`config.mk`:
```
export PLATFORM = sky130hd
export DESIGN_NAME = sensor_node_responder
export DESIGN_NICKNAME = d
export VERILOG_FILES = /design/src/rtl/sensor_node_pkg.sv /design/src/rtl/sensor_peak_bank.sv /design/src/rtl/sensor_node_responder.sv
export SDC_FILE = /design/constraint.sdc
export NUM_CORES = 1
export LEC_CHECK = 0
export CAP_MARGIN = 30
export CORE_MARGIN = 2
export CORE_UTILIZATION = 30
export DETAILED_ROUTE_END_ITERATION = 10
export PLACE_DENSITY = 0.52
export SLEW_MARGIN = 20
export SYNTH_ARGS = -nofsm -noshare
export SYNTH_HDL_FRONTEND = slang
export SYNTH_HIERARCHICAL = 1
export SYNTH_SLANG_ARGS = --single-unit
```
`constraint.sdc`:
```
create_clock -name clk -period 3.88 [get_ports clk]
set_input_delay 0.582 -clock clk [delete_from_list [all_inputs] [get_ports clk]]
set_output_delay 0.582 -clock clk [all_outputs]
set_load 0.03 [all_outputs]
```
`src/rtl/sensor_node_pkg.sv`:
```
// Shared state encoding and protocol constants for the sensor node responder.
package sensor_node_pkg;

  typedef enum logic [2:0] {
    IDLE,
    WAIT_B2,
    LOOKUP,
    SEND_HDR,
    WAIT_HDR,
    SEND_VAL,
    WAIT_VAL
  } state_t;

  localparam logic [3:0] HDR_NIBBLE  = 4'h5;
  localparam logic [7:0] CMD_READ    = 8'h01;
  localparam logic [7:0] CMD_PEAK    = 8'h02;
  localparam logic [7:0] ERR_BYTE    = 8'hEE;
  localparam int         NUM_SENSORS = 16;

endpackage

```
`src/rtl/sensor_peak_bank.sv`:
```
// Per-sensor running maximum; a clear reloads one entry with its current live value.
module sensor_peak_bank
  import sensor_node_pkg::*;
(
  input  logic                     clk,
  input  logic                     rst_n,
  input  logic [8*NUM_SENSORS-1:0] live,
  input  logic [3:0]               rd_idx,
  input  logic                     clr,
  output logic [7:0]               rd_peak
);

  logic [7:0] peak [NUM_SENSORS];

  // A clear wins over the max update so the reader sees the old peak this cycle.
  always_ff @(posedge clk or negedge rst_n) begin
    if (!rst_n) begin
      for (int i = 0; i < NUM_SENSORS; i++) peak[i] <= 8'h00;
    end else begin
      for (int i = 0; i < NUM_SENSORS; i++) begin
        if (clr && rd_idx == 4'(i)) peak[i] <= live[8*i +: 8];
        else if (live[8*i +: 8] > peak[i]) peak[i] <= live[8*i +: 8];
      end
    end
  end

  assign rd_peak = peak[rd_idx];

endmodule

```
`src/rtl/sensor_node_responder.sv`:
```
// Two-byte UART request decoder returning a live or peak sensor value.
// Define SENSOR_NODE_RESP_ECHO_EN to echo the header byte ahead of the value.
module sensor_node_responder
  import sensor_node_pkg::*;
#(
  parameter int CLK_FREQ_HZ        = 25_000_000,
  parameter int REQ_TIMEOUT_CYCLES = CLK_FREQ_HZ / 1000
) (
  input  logic         clk,
  input  logic         rst_n,
  input  logic         rx_dv,
  input  logic [7:0]   rx_byte,
  input  logic         tx_active,
  input  logic         tx_done,
  output logic         tx_dv,
  output logic [7:0]   tx_byte,
  input  logic [127:0] sensor_bus,
  output logic [7:0]   drop_cnt
);

`ifdef SENSOR_NODE_RESP_ECHO_EN
  localparam bit ECHO = 1'b1;
`else
  localparam bit ECHO = 1'b0;
`endif

  localparam int               GAP_W    = $clog2(REQ_TIMEOUT_CYCLES + 1);
  localparam logic [GAP_W-1:0] GAP_LAST = GAP_W'(REQ_TIMEOUT_CYCLES - 1);

  state_t           state, state_nxt;
  logic [3:0]       idx;
  logic [7:0]       cmd;
  logic [7:0]       val_p1;
  logic [7:0]       live_val;
  logic [7:0]       peak_val;
  logic [7:0]       lookup_val;
  logic [GAP_W-1:0] gap_cnt;
  logic             drop_inc;
  logic             peak_clr;

  assign live_val = sensor_bus[{idx, 3'b000} +: 8];
  assign peak_clr = (state == LOOKUP) && (cmd == CMD_PEAK);

  sensor_peak_bank u_peak (
    .clk     (clk),
    .rst_n   (rst_n),
    .live    (sensor_bus),
    .rd_idx  (idx),
    .clr     (peak_clr),
    .rd_peak (peak_val)
  );

  always_comb begin
    case (cmd)
      CMD_READ: lookup_val = live_val;
      CMD_PEAK: lookup_val = peak_val;
      default:  lookup_val = ERR_BYTE;
    endcase
  end

  // Byte 2 on the timeout cycle takes priority over the timeout itself.
  always_comb begin
    state_nxt = state;
    tx_dv     = 1'b0;
    drop_inc  = 1'b0;
    case (state)
      IDLE: begin
        if (rx_dv) begin
          if (rx_byte[7:4] == HDR_NIBBLE) state_nxt = WAIT_B2;
          else                            drop_inc  = 1'b1;
        end
      end
      WAIT_B2: begin
        if (rx_dv) begin
          state_nxt = LOOKUP;
        end else if (gap_cnt == GAP_LAST) begin
          state_nxt = IDLE;
          drop_inc  = 1'b1;
        end
      end
      LOOKUP: begin
        drop_inc  = rx_dv;
        state_nxt = ECHO ? SEND_HDR : SEND_VAL;
      end
      SEND_HDR, SEND_VAL: begin
        drop_inc = rx_dv;
        if (!tx_active) begin
          tx_dv     = 1'b1;
          state_nxt = (state == SEND_HDR) ? WAIT_HDR : WAIT_VAL;
        end
      end
      WAIT_HDR: begin
        drop_inc = rx_dv;
        if (tx_done) state_nxt = SEND_VAL;
      end
      WAIT_VAL: begin
        drop_inc = rx_dv;
        if (tx_done) state_nxt = IDLE;
      end
      default: state_nxt = IDLE;
    endcase
  end

  always_ff @(posedge clk or negedge rst_n) begin
    if (!rst_n) begin
      state    <= IDLE;
      tx_byte  <= 8'h00;
      drop_cnt <= 8'h00;
      gap_cnt  <= '0;
    end else begin
      state <= state_nxt;
      if (drop_inc && drop_cnt != 8'hFF) drop_cnt <= drop_cnt + 8'd1;
      if (state == WAIT_B2 && !rx_dv) gap_cnt <= gap_cnt + 1'b1;
      else                            gap_cnt <= '0;
      if (state == LOOKUP)                  tx_byte <= ECHO ? {HDR_NIBBLE, idx} : lookup_val;
      else if (state == WAIT_HDR && tx_done) tx_byte <= val_p1;
    end
  end

  // Request capture and lookup stage (p1) carry no reset.
  always_ff @(posedge clk) begin
    if (state == IDLE && rx_dv && rx_byte[7:4] == HDR_NIBBLE) idx <= rx_byte[3:0];
    if (state == WAIT_B2 && rx_dv) cmd <= rx_byte;
    if (state == LOOKUP) val_p1 <= lookup_val;
  end

endmodule

```
==> results of run 1 <==
## layout make-up
class	instances	area [um2]	area share
Timing Repair Buffer	171	1720	0.111
Sequential cell	182	4650	0.300
Clock buffer	19	453	0.0292
Inverter	139	522	0.0337
Tap cell	539	674	0.0435
Clock inverter	12	129	0.00831
Multi-Input combinational cell	783	7360	0.474
## synthesized netlist by cell type (5+ instances only)
master,n,area [um2]
mux2_2,128,1440
buf_4,5,37.5
xor2_1,14,123
nand2_1,44,165
o211ai_1,13,97.6
o21ai_0,22,110
edfxtp_1,20,601
nor3_2,8,80.1
nor3b_1,7,52.6
inv_1,139,522
nor2b_1,11,68.8
o31a_1,14,123
clkbuf_1,12,45.0
nor2_1,73,274
nand3_1,21,105
buf_2,12,60.1
nor4_1,6,37.5
nor3_1,9,45.0
a221oi_1,8,70.1
nand4_1,26,163
a311oi_4,6,158
a21oi_1,60,300
a21o_1,8,60.1
a22oi_1,15,113
mux4_2,56,1260
ha_1,130,1630
mux2i_1,40,400
xnor2_1,6,52.6
and3_1,14,87.6
o21ai_1,7,35.0
dfrtp_1,162,4050
a31oi_1,5,31.3
## layer usage
layer / part of all wire / vias up / track usage / routed length, um
met1: 0.43 / 4758 / 0.248 / 17500
li1: - / 4504 / - / -
met2: 0.48 / 316 / 0.316 / 19500
met4: 0.033 / 0 / 0.0709 / 1350
met3: 0.053 / 63 / 0.0262 / 2150
met5: 0 / - / 0 / 0
## cells by family (layout without fill, tap and decap cells)
kind of cell / Yosys count / after routing
compound gates: 168 / 168
xor+xnor: 20 / 20
fa+ha+maj: 130 / 130
buf+inv: 170 / 341
flops: 182 / 182
mux: 225 / 225
simple gates: 240 / 240
## final timing paths
check | from | end | slack [ps] | cells past startpoint
setup / recovery | idx[0] | tx_byte[5] | 820 | 8
hold / removal | rst_n | u_peak/peak[121] | 110 | 1
setup reg to reg | idx[0] | tx_byte[5] | 820 | 8
hold reg to reg | gap_cnt[0] | gap_cnt[0] | 470 | 1
max in group asynchronous | rst_n | u_peak/peak[44] | 2850 | 2
min in group clk | gap_cnt[0] | gap_cnt[0] | 470 | 1
## state kept, by name (all words and copies together) (netlist names)
| signal | cells |
|---|---|
| u_peak/peak | 128 |
| gap_cnt | 15 |
| cmd | 8 |
| drop_cnt | 8 |
| tx_byte | 8 |
| val_p1 | 8 |
| idx | 4 |
| state | 3 |
## critical path, stage by stage, from the launching register on
cell      delay [ps]
edfxtp_1         390
buf_12           330
mux4_2           610
mux4_2           510
nor3b_1          200
o211ai_1         130
a31oi_1          210
o21ai_1          180
o31a_1           320
## power groups by stage
stage	logic [mW]	clock network [mW]	registers, mW
global route	5.51	1.91	3.75
finish	4.96	1.77	3.66
CTS	4.95	1.82	3.67
floorplan	3.63	0	3.34
global placement	4.81	0	3.69
detailed placement	4.91	0	3.71
==> results by group, run 1 <==
Outcome
  – Status: finished, final reports clean

STA
  – Max frequency: 327 MHz
  – Final WS setup: 818 ps
  – Final Skew: 10.5 ps
  – Hold Vio Cnt, Final: 0
  – Period Utilization, post-route: 0.789
  – Slew HR: 0.477
  – Hold slack: 114 ps
  – Post-Route Setup TNS: 0 ps
  – Max Slew Vio Count: 0
  – Worst-margin pin slew: between 700 and 800 ps
  – Unrepaired setup endpoints after global routing: false
  – Setup-failing EPs final: 0
  – Fin crit period: 3060 ps

Floorplan
  – Starting Density: 0.303
  – Core ar.: 41900 um2
  – Die Y-Extent: roughly 210 um
  – Chip Width: 210 um
  – # rows: 75
  – Full die area: 44000 um2
  – I/O Pins: about 160

Worst setup path
  – Worst Path Required: 4220 ps
  – Critical path endpoint category: register
  – Setup crit start kind: register
  – Critical path arrival: 3400 ps
  – Crit-path max FO: 51
  – CP Class: reg -> reg

Logic synthesis
  – Post-synth EDFFs: 20
  – Mux cell area share after synthesis: 0.245
  – Combinational family with the most area after synthesis: multiplexers
  – Post-synthesis cell count: 1135
  – Top_reg_cell synth: dfrtp_1
  – Asr flop ratio synth: 0.890
  – Simple logic cell fraction of the synthesized area: 0.0979
  – Synth warnings: 6
  – Library cells used by synthesis: 54
  – Compound-Gate Fraction of Synth Area: 0.0940
  – Post-synthesis adder-cell area fraction: 0.128
  – Xor and xnor area share after synthesis: 0.0138
  – Syn_nets: 1406
  – Avg Cell Area, Syn: between 10 and 15 um2
  – Sequential share of the synthesized area: 0.367
  – Synthesized flop and latch total: 182
  – Mapped Area: 12700 um2

Routing
  – Routed WL per cell: around 22 um
  – Vias: 9641
  – Post-Route WL: 40500 um
  – DRT Pass-1 Iters: 5
  – Drc violations: 0
  – Antenna-violating nets left: 0
  – Vias/cell: 5.23
  – Starting DRT DRC Count: 722

Clock network
  – Hold-fix buffers, CTS: 0
  – CTS tree: done
  – Num CTS Buffers: 17
  – CTS root buf: clkbuf_16
  – Clk Latency, worst-skew pair: 460 ps
  – Postcts setup bufs: 0
  – CTS clk-pin slew, worst paths: 70 ps
  – Max Root-Sink Buffers: 2
  – # clock sinks: around 180
  – Post-cts resize count: 0
  – Htree depth: 4

Power and ir drop
  – Sw frac: 0.391
  – Int Power: ~6.3 mW
  – P_sw: 4.06 mW
  – Sequential cell fraction of total power: 0.353
  – Clock group share of total power: 0.170
  – Comb power frac: 0.477
  – Static Leak: around 6.7 nW
  – Final Power: 10.4 mW
  – Power Dens Cells: 670 nW/um2
  – Peak VDD IR: 0.298 mV

Placed design
  – Area after DPL: 14900 um2
  – Pre-CTS WS: 712 ps
  – RePlAce Congestion: 0.850
  – DP Wirelength: 32800 um
  – PortBufs: 157
  – Cells after DPL: 1814

Hold path
  – Hold Path Class: in -> async

Flow run
  – Max cap viols: 0

Cells and area
  – Fillers: 4143
  – Fin util: 0.370
  – Most frequent cells in the layout: dfrtp_1 (162), clkdlybuf4s50_1 (156), inv_1 (139), ha_1 (130), mux2_2 (128)
  – Area delta synth->final: 22.1%
  – Nets: 1565
  – Most common cell after layout, fill and taps aside: dfrtp_1
  – Layout cell share with drive strength beyond 1: 0.191
  – Final instance area: 15500 um2
  – Non-Filler Instances: between 1500 and 2000
  – Antenna diodes: 0

Global route
  – Global-route wire length before repair: 60500 um
  – Largest net degree at the start of global routing: slightly above 70
  – Initial antenna violation count: 0
  – GRT overflow: 0
  – Vias in the first global route: roughly 9700
  – GRT Util Overall: 0.189
No activity file was read; power rests on OpenSTA's default activity.
==> run 2: changes to the inputs <==
- clock period: 3.88 -> 3.1 ns (I/O delays scaled with it)
==> run 2 against run 1 <==
  * Sequential power is 26% higher
  * Global-route usage is 0.54 points higher
  * First-iteration DRC count is 8.6% higher
  * Wire length is 3.0% higher
  * Highest routed layer is now met5
  * Largest cell class unchanged
  * Die area stayed put
  * Utilization is 0.97 points higher
  * Sequential share of layout area is 0.77 points lower
  * Clock skew is 1.4 ps higher
==> results by group, run 2 (synthesis results as in run 1) <==
Worst setup path
  – Cells on worst reg2reg path: 8 (unchanged)
  – Crit-path max FO: 8 (was 51)
  – Crit Reg-Reg Endpoint: u_peak/peak[124] (was tx_byte[5])
  – Critical path endpoint category: register (unchanged)
  – Critical path arrival: 3300 ps (was 3400 ps)
  – Setup crit start kind: register (unchanged)
  – CP Class: reg -> reg (unchanged)
  – Slowest cell on crit path: or3b_2 (was mux4_2)
  – Register-to-register path setup slack: 140 ps (was 820 ps)
  – Reg-to-Reg Start: cmd[3] (was idx[0])
  – Crit path cell chain: nor4_2 -> nand2_1 -> nor4_1 -> or3b_2 -> nor3_1 -> buf_4 -> a311oi_2 -> mux2_2 (was buf_12 -> mux4_2 -> mux4_2 -> nor3b_1 -> o211ai_1 -> a31oi_1 -> o21ai_1 -> o31a_1)
  – Max incr delay on CP: 560 ps (was 610 ps)
  – Worst Path Required: 3440 ps (was 4220 ps)

Routing
  – DRT Pass-1 Iters: 6 (was 5)
  – Antenna-violating nets left: 0 (unchanged)
  – Post-Route WL: 41700 um (was 40500 um)
  – Routed WL per cell: 22.1 um (was 22.0 um)
  – Drc violations: 0 (unchanged)
  – Vias: 9771 (was 9641)
  – Vias/cell: 5.17 (was 5.23)
  – Starting DRT DRC Count: 784 (was 722)

Floorplan
  – Full die area: 44000 um2 (unchanged)
  – Starting Density: 0.303 (unchanged)
  – Die Y-Extent: 210 um (unchanged)
  – Chip Width: 210 um (unchanged)
  – I/O Pins: 158 (unchanged)
  – # rows: 75 (unchanged)
  – Core ar.: 41900 um2 (unchanged)

Outcome
  – Status: finished, final reports clean (unchanged)

Power and ir drop
  – Peak VDD IR: 0.391 mV (was 0.298 mV)
  – Static Leak: 6.94 nW (was 6.69 nW)
  – Power Dens Cells: 854 nW/um2 (was 670 nW/um2)

Cells and area
  – Nets: 1608 (was 1565)
  – Layout cell share with drive strength beyond 1: 0.217 (was 0.191)
  – Biggest regs: u_peak/peak x128, gap_cnt x15 (unchanged)
  – Fin util: 0.380 (was 0.370)
  – Most frequent cells in the layout: dfrtp_1 (162), clkdlybuf4s50_1 (156), inv_1 (139), ha_1 (130), mux2_2 (128) (unchanged)
  – Antenna diodes: 0 (unchanged)
  – Max reg flops: 128 (unchanged)
  – Area delta synth->final: 25.4% (was 22.1%)
  – Fillers: 4146 (was 4143)
  – Biggest register: u_peak/peak (unchanged)
  – Most common cell after layout, fill and taps aside: dfrtp_1 (unchanged)
  – Final instance area: 15900 um2 (was 15500 um2)

Global route
  – Initial antenna violation count: 3 (was 0)
  – Global-route wire length before repair: 62000 um (was 60500 um)
  – GRT overflow: 0 (unchanged)
  – Vias in the first global route: 9925 (was 9663)
  – GRT Util Overall: 0.194 (was 0.189)
  – Largest net degree at the start of global routing: 81 (was 72)

Hold path
  – Hold wc startpoint: gap_cnt[0]
  – Hold path cells: 1
  – Hold Path Class: reg -> reg (was in -> async)
  – Worst hold endpoint: gap_cnt[0]

Clock network
  – Post-cts resize count: 0 (unchanged)
  – CTS root buf: clkbuf_16 (unchanged)
  – CTS tree: done (unchanged)
  – Htree depth: 4 (unchanged)
  – Max Root-Sink Buffers: 2 (unchanged)
  – CTS clk-pin slew, worst paths: 70 ps (about the same)
  – Num CTS Buffers: 17 (unchanged)
  – # clock sinks: 182 (unchanged)
  – Clk Latency, worst-skew pair: 460 ps (about the same)

STA
  – Max frequency: 338 MHz (was 327 MHz)
  – Hold Vio Cnt, Final: 0 (unchanged)
  – Unrepaired setup endpoints after global routing: false (unchanged)
  – Setup-failing EPs final: 0 (unchanged)
  – Period Utilization, post-route: 0.955 (was 0.789)
  – Fin crit period: 2960 ps (was 3060 ps)
  – Worst-margin pin slew: 788 ps (was 785 ps)
  – Final Skew: 11.8 ps (was 10.5 ps)
  – Slew HR: 0.474 (was 0.477)
  – Post-Route Setup TNS: 0 ps (unchanged)
  – Max Slew Vio Count: 0 (unchanged)

Flow run
  – Max cap viols: 0 (unchanged)

Placed design
  – RePlAce Congestion: 0.894 (was 0.850)
  – DP Wirelength: 34300 um (was 32800 um)
  – Area after DPL: 15300 um2 (was 14900 um2)
  – PortBufs: 157 (unchanged)
==> run 2: final cells by class <==
cell class / count / area (um2) / share of cell area
tap: 539 / 674 / 0.0424
clock buffer: 18 / 439 / 0.0276
clock inverter: 14 / 199 / 0.0125
multi-input combinational: 783 / 7360 / 0.462
inverter: 139 / 522 / 0.0328
sequential: 182 / 4650 / 0.293
timing repair buffer: 214 / 2070 / 0.130
==> run 2: report_power, final <==
| part | switching [mW] | internal (mW) |
|---|---|---|
| registers | 1.17 | 3.45 |
| logic | 3.05 | 3.49 |
| clock network | 1.05 | 1.38 |
==> run 2: worst max-delay path by stage <==
stage          cells past startpoint               end  startpoint  slack (ps)
6_report                           8  u_peak/peak[124]      cmd[3]         140
5_1_grt                            8  u_peak/peak[124]      cmd[3]          50
4_1_cts                            8  u_peak/peak[124]      cmd[3]         170
3_5_place_dp                       8  u_peak/peak[124]      cmd[3]         190
3_3_place_gp                       8  u_peak/peak[123]      cmd[3]         200
2_1_floorplan                      7  u_peak/peak[120]      cmd[3]         420
==> run 2: worst max-delay path: cells and delay by family, from the launching register on <==
kind	cells	cell delay (ps)
and+or+nand+nor	5	1840
muxes	1	360
buffers and inverters	1	170
AOI/OAI and AO/OA	1	100
DFF	1	380
==> run 2: what timing repair did <==
| item | CTS | global route |
|---|---|---|
| hold buffers | 1 | 0 |
| buffers inserted | 0 | 0 |
| endpoints found under the hold margin | 47 | 0 |
==> run 2: stage by stage <==
stage / hold slack (ps) / power, mW / setup slack, ps / instances
2_1_floorplan: 169 / 8.72 / 422 / 1135
3_3_place_gp: 450 / 11.0 / 197 / 1856
3_5_place_dp: 460 / 11.1 / 194 / 1856
4_1_cts: 470 / 13.6 / 165 / 1889
5_1_grt: 495 / 14.5 / 51.2 / 1889
6_report: 473 / 13.6 / 140 / 1889
==> run 2: routing by layer <==
layer  GRT usage  routed length, um  vias to the layer above
met2       0.321              20000                      282
met4      0.0795               1560                        8
met1       0.242              17600                     4816
met3      0.0467               2420                       71
met5      0.0145                124                        -
li1            -                  -                     4594
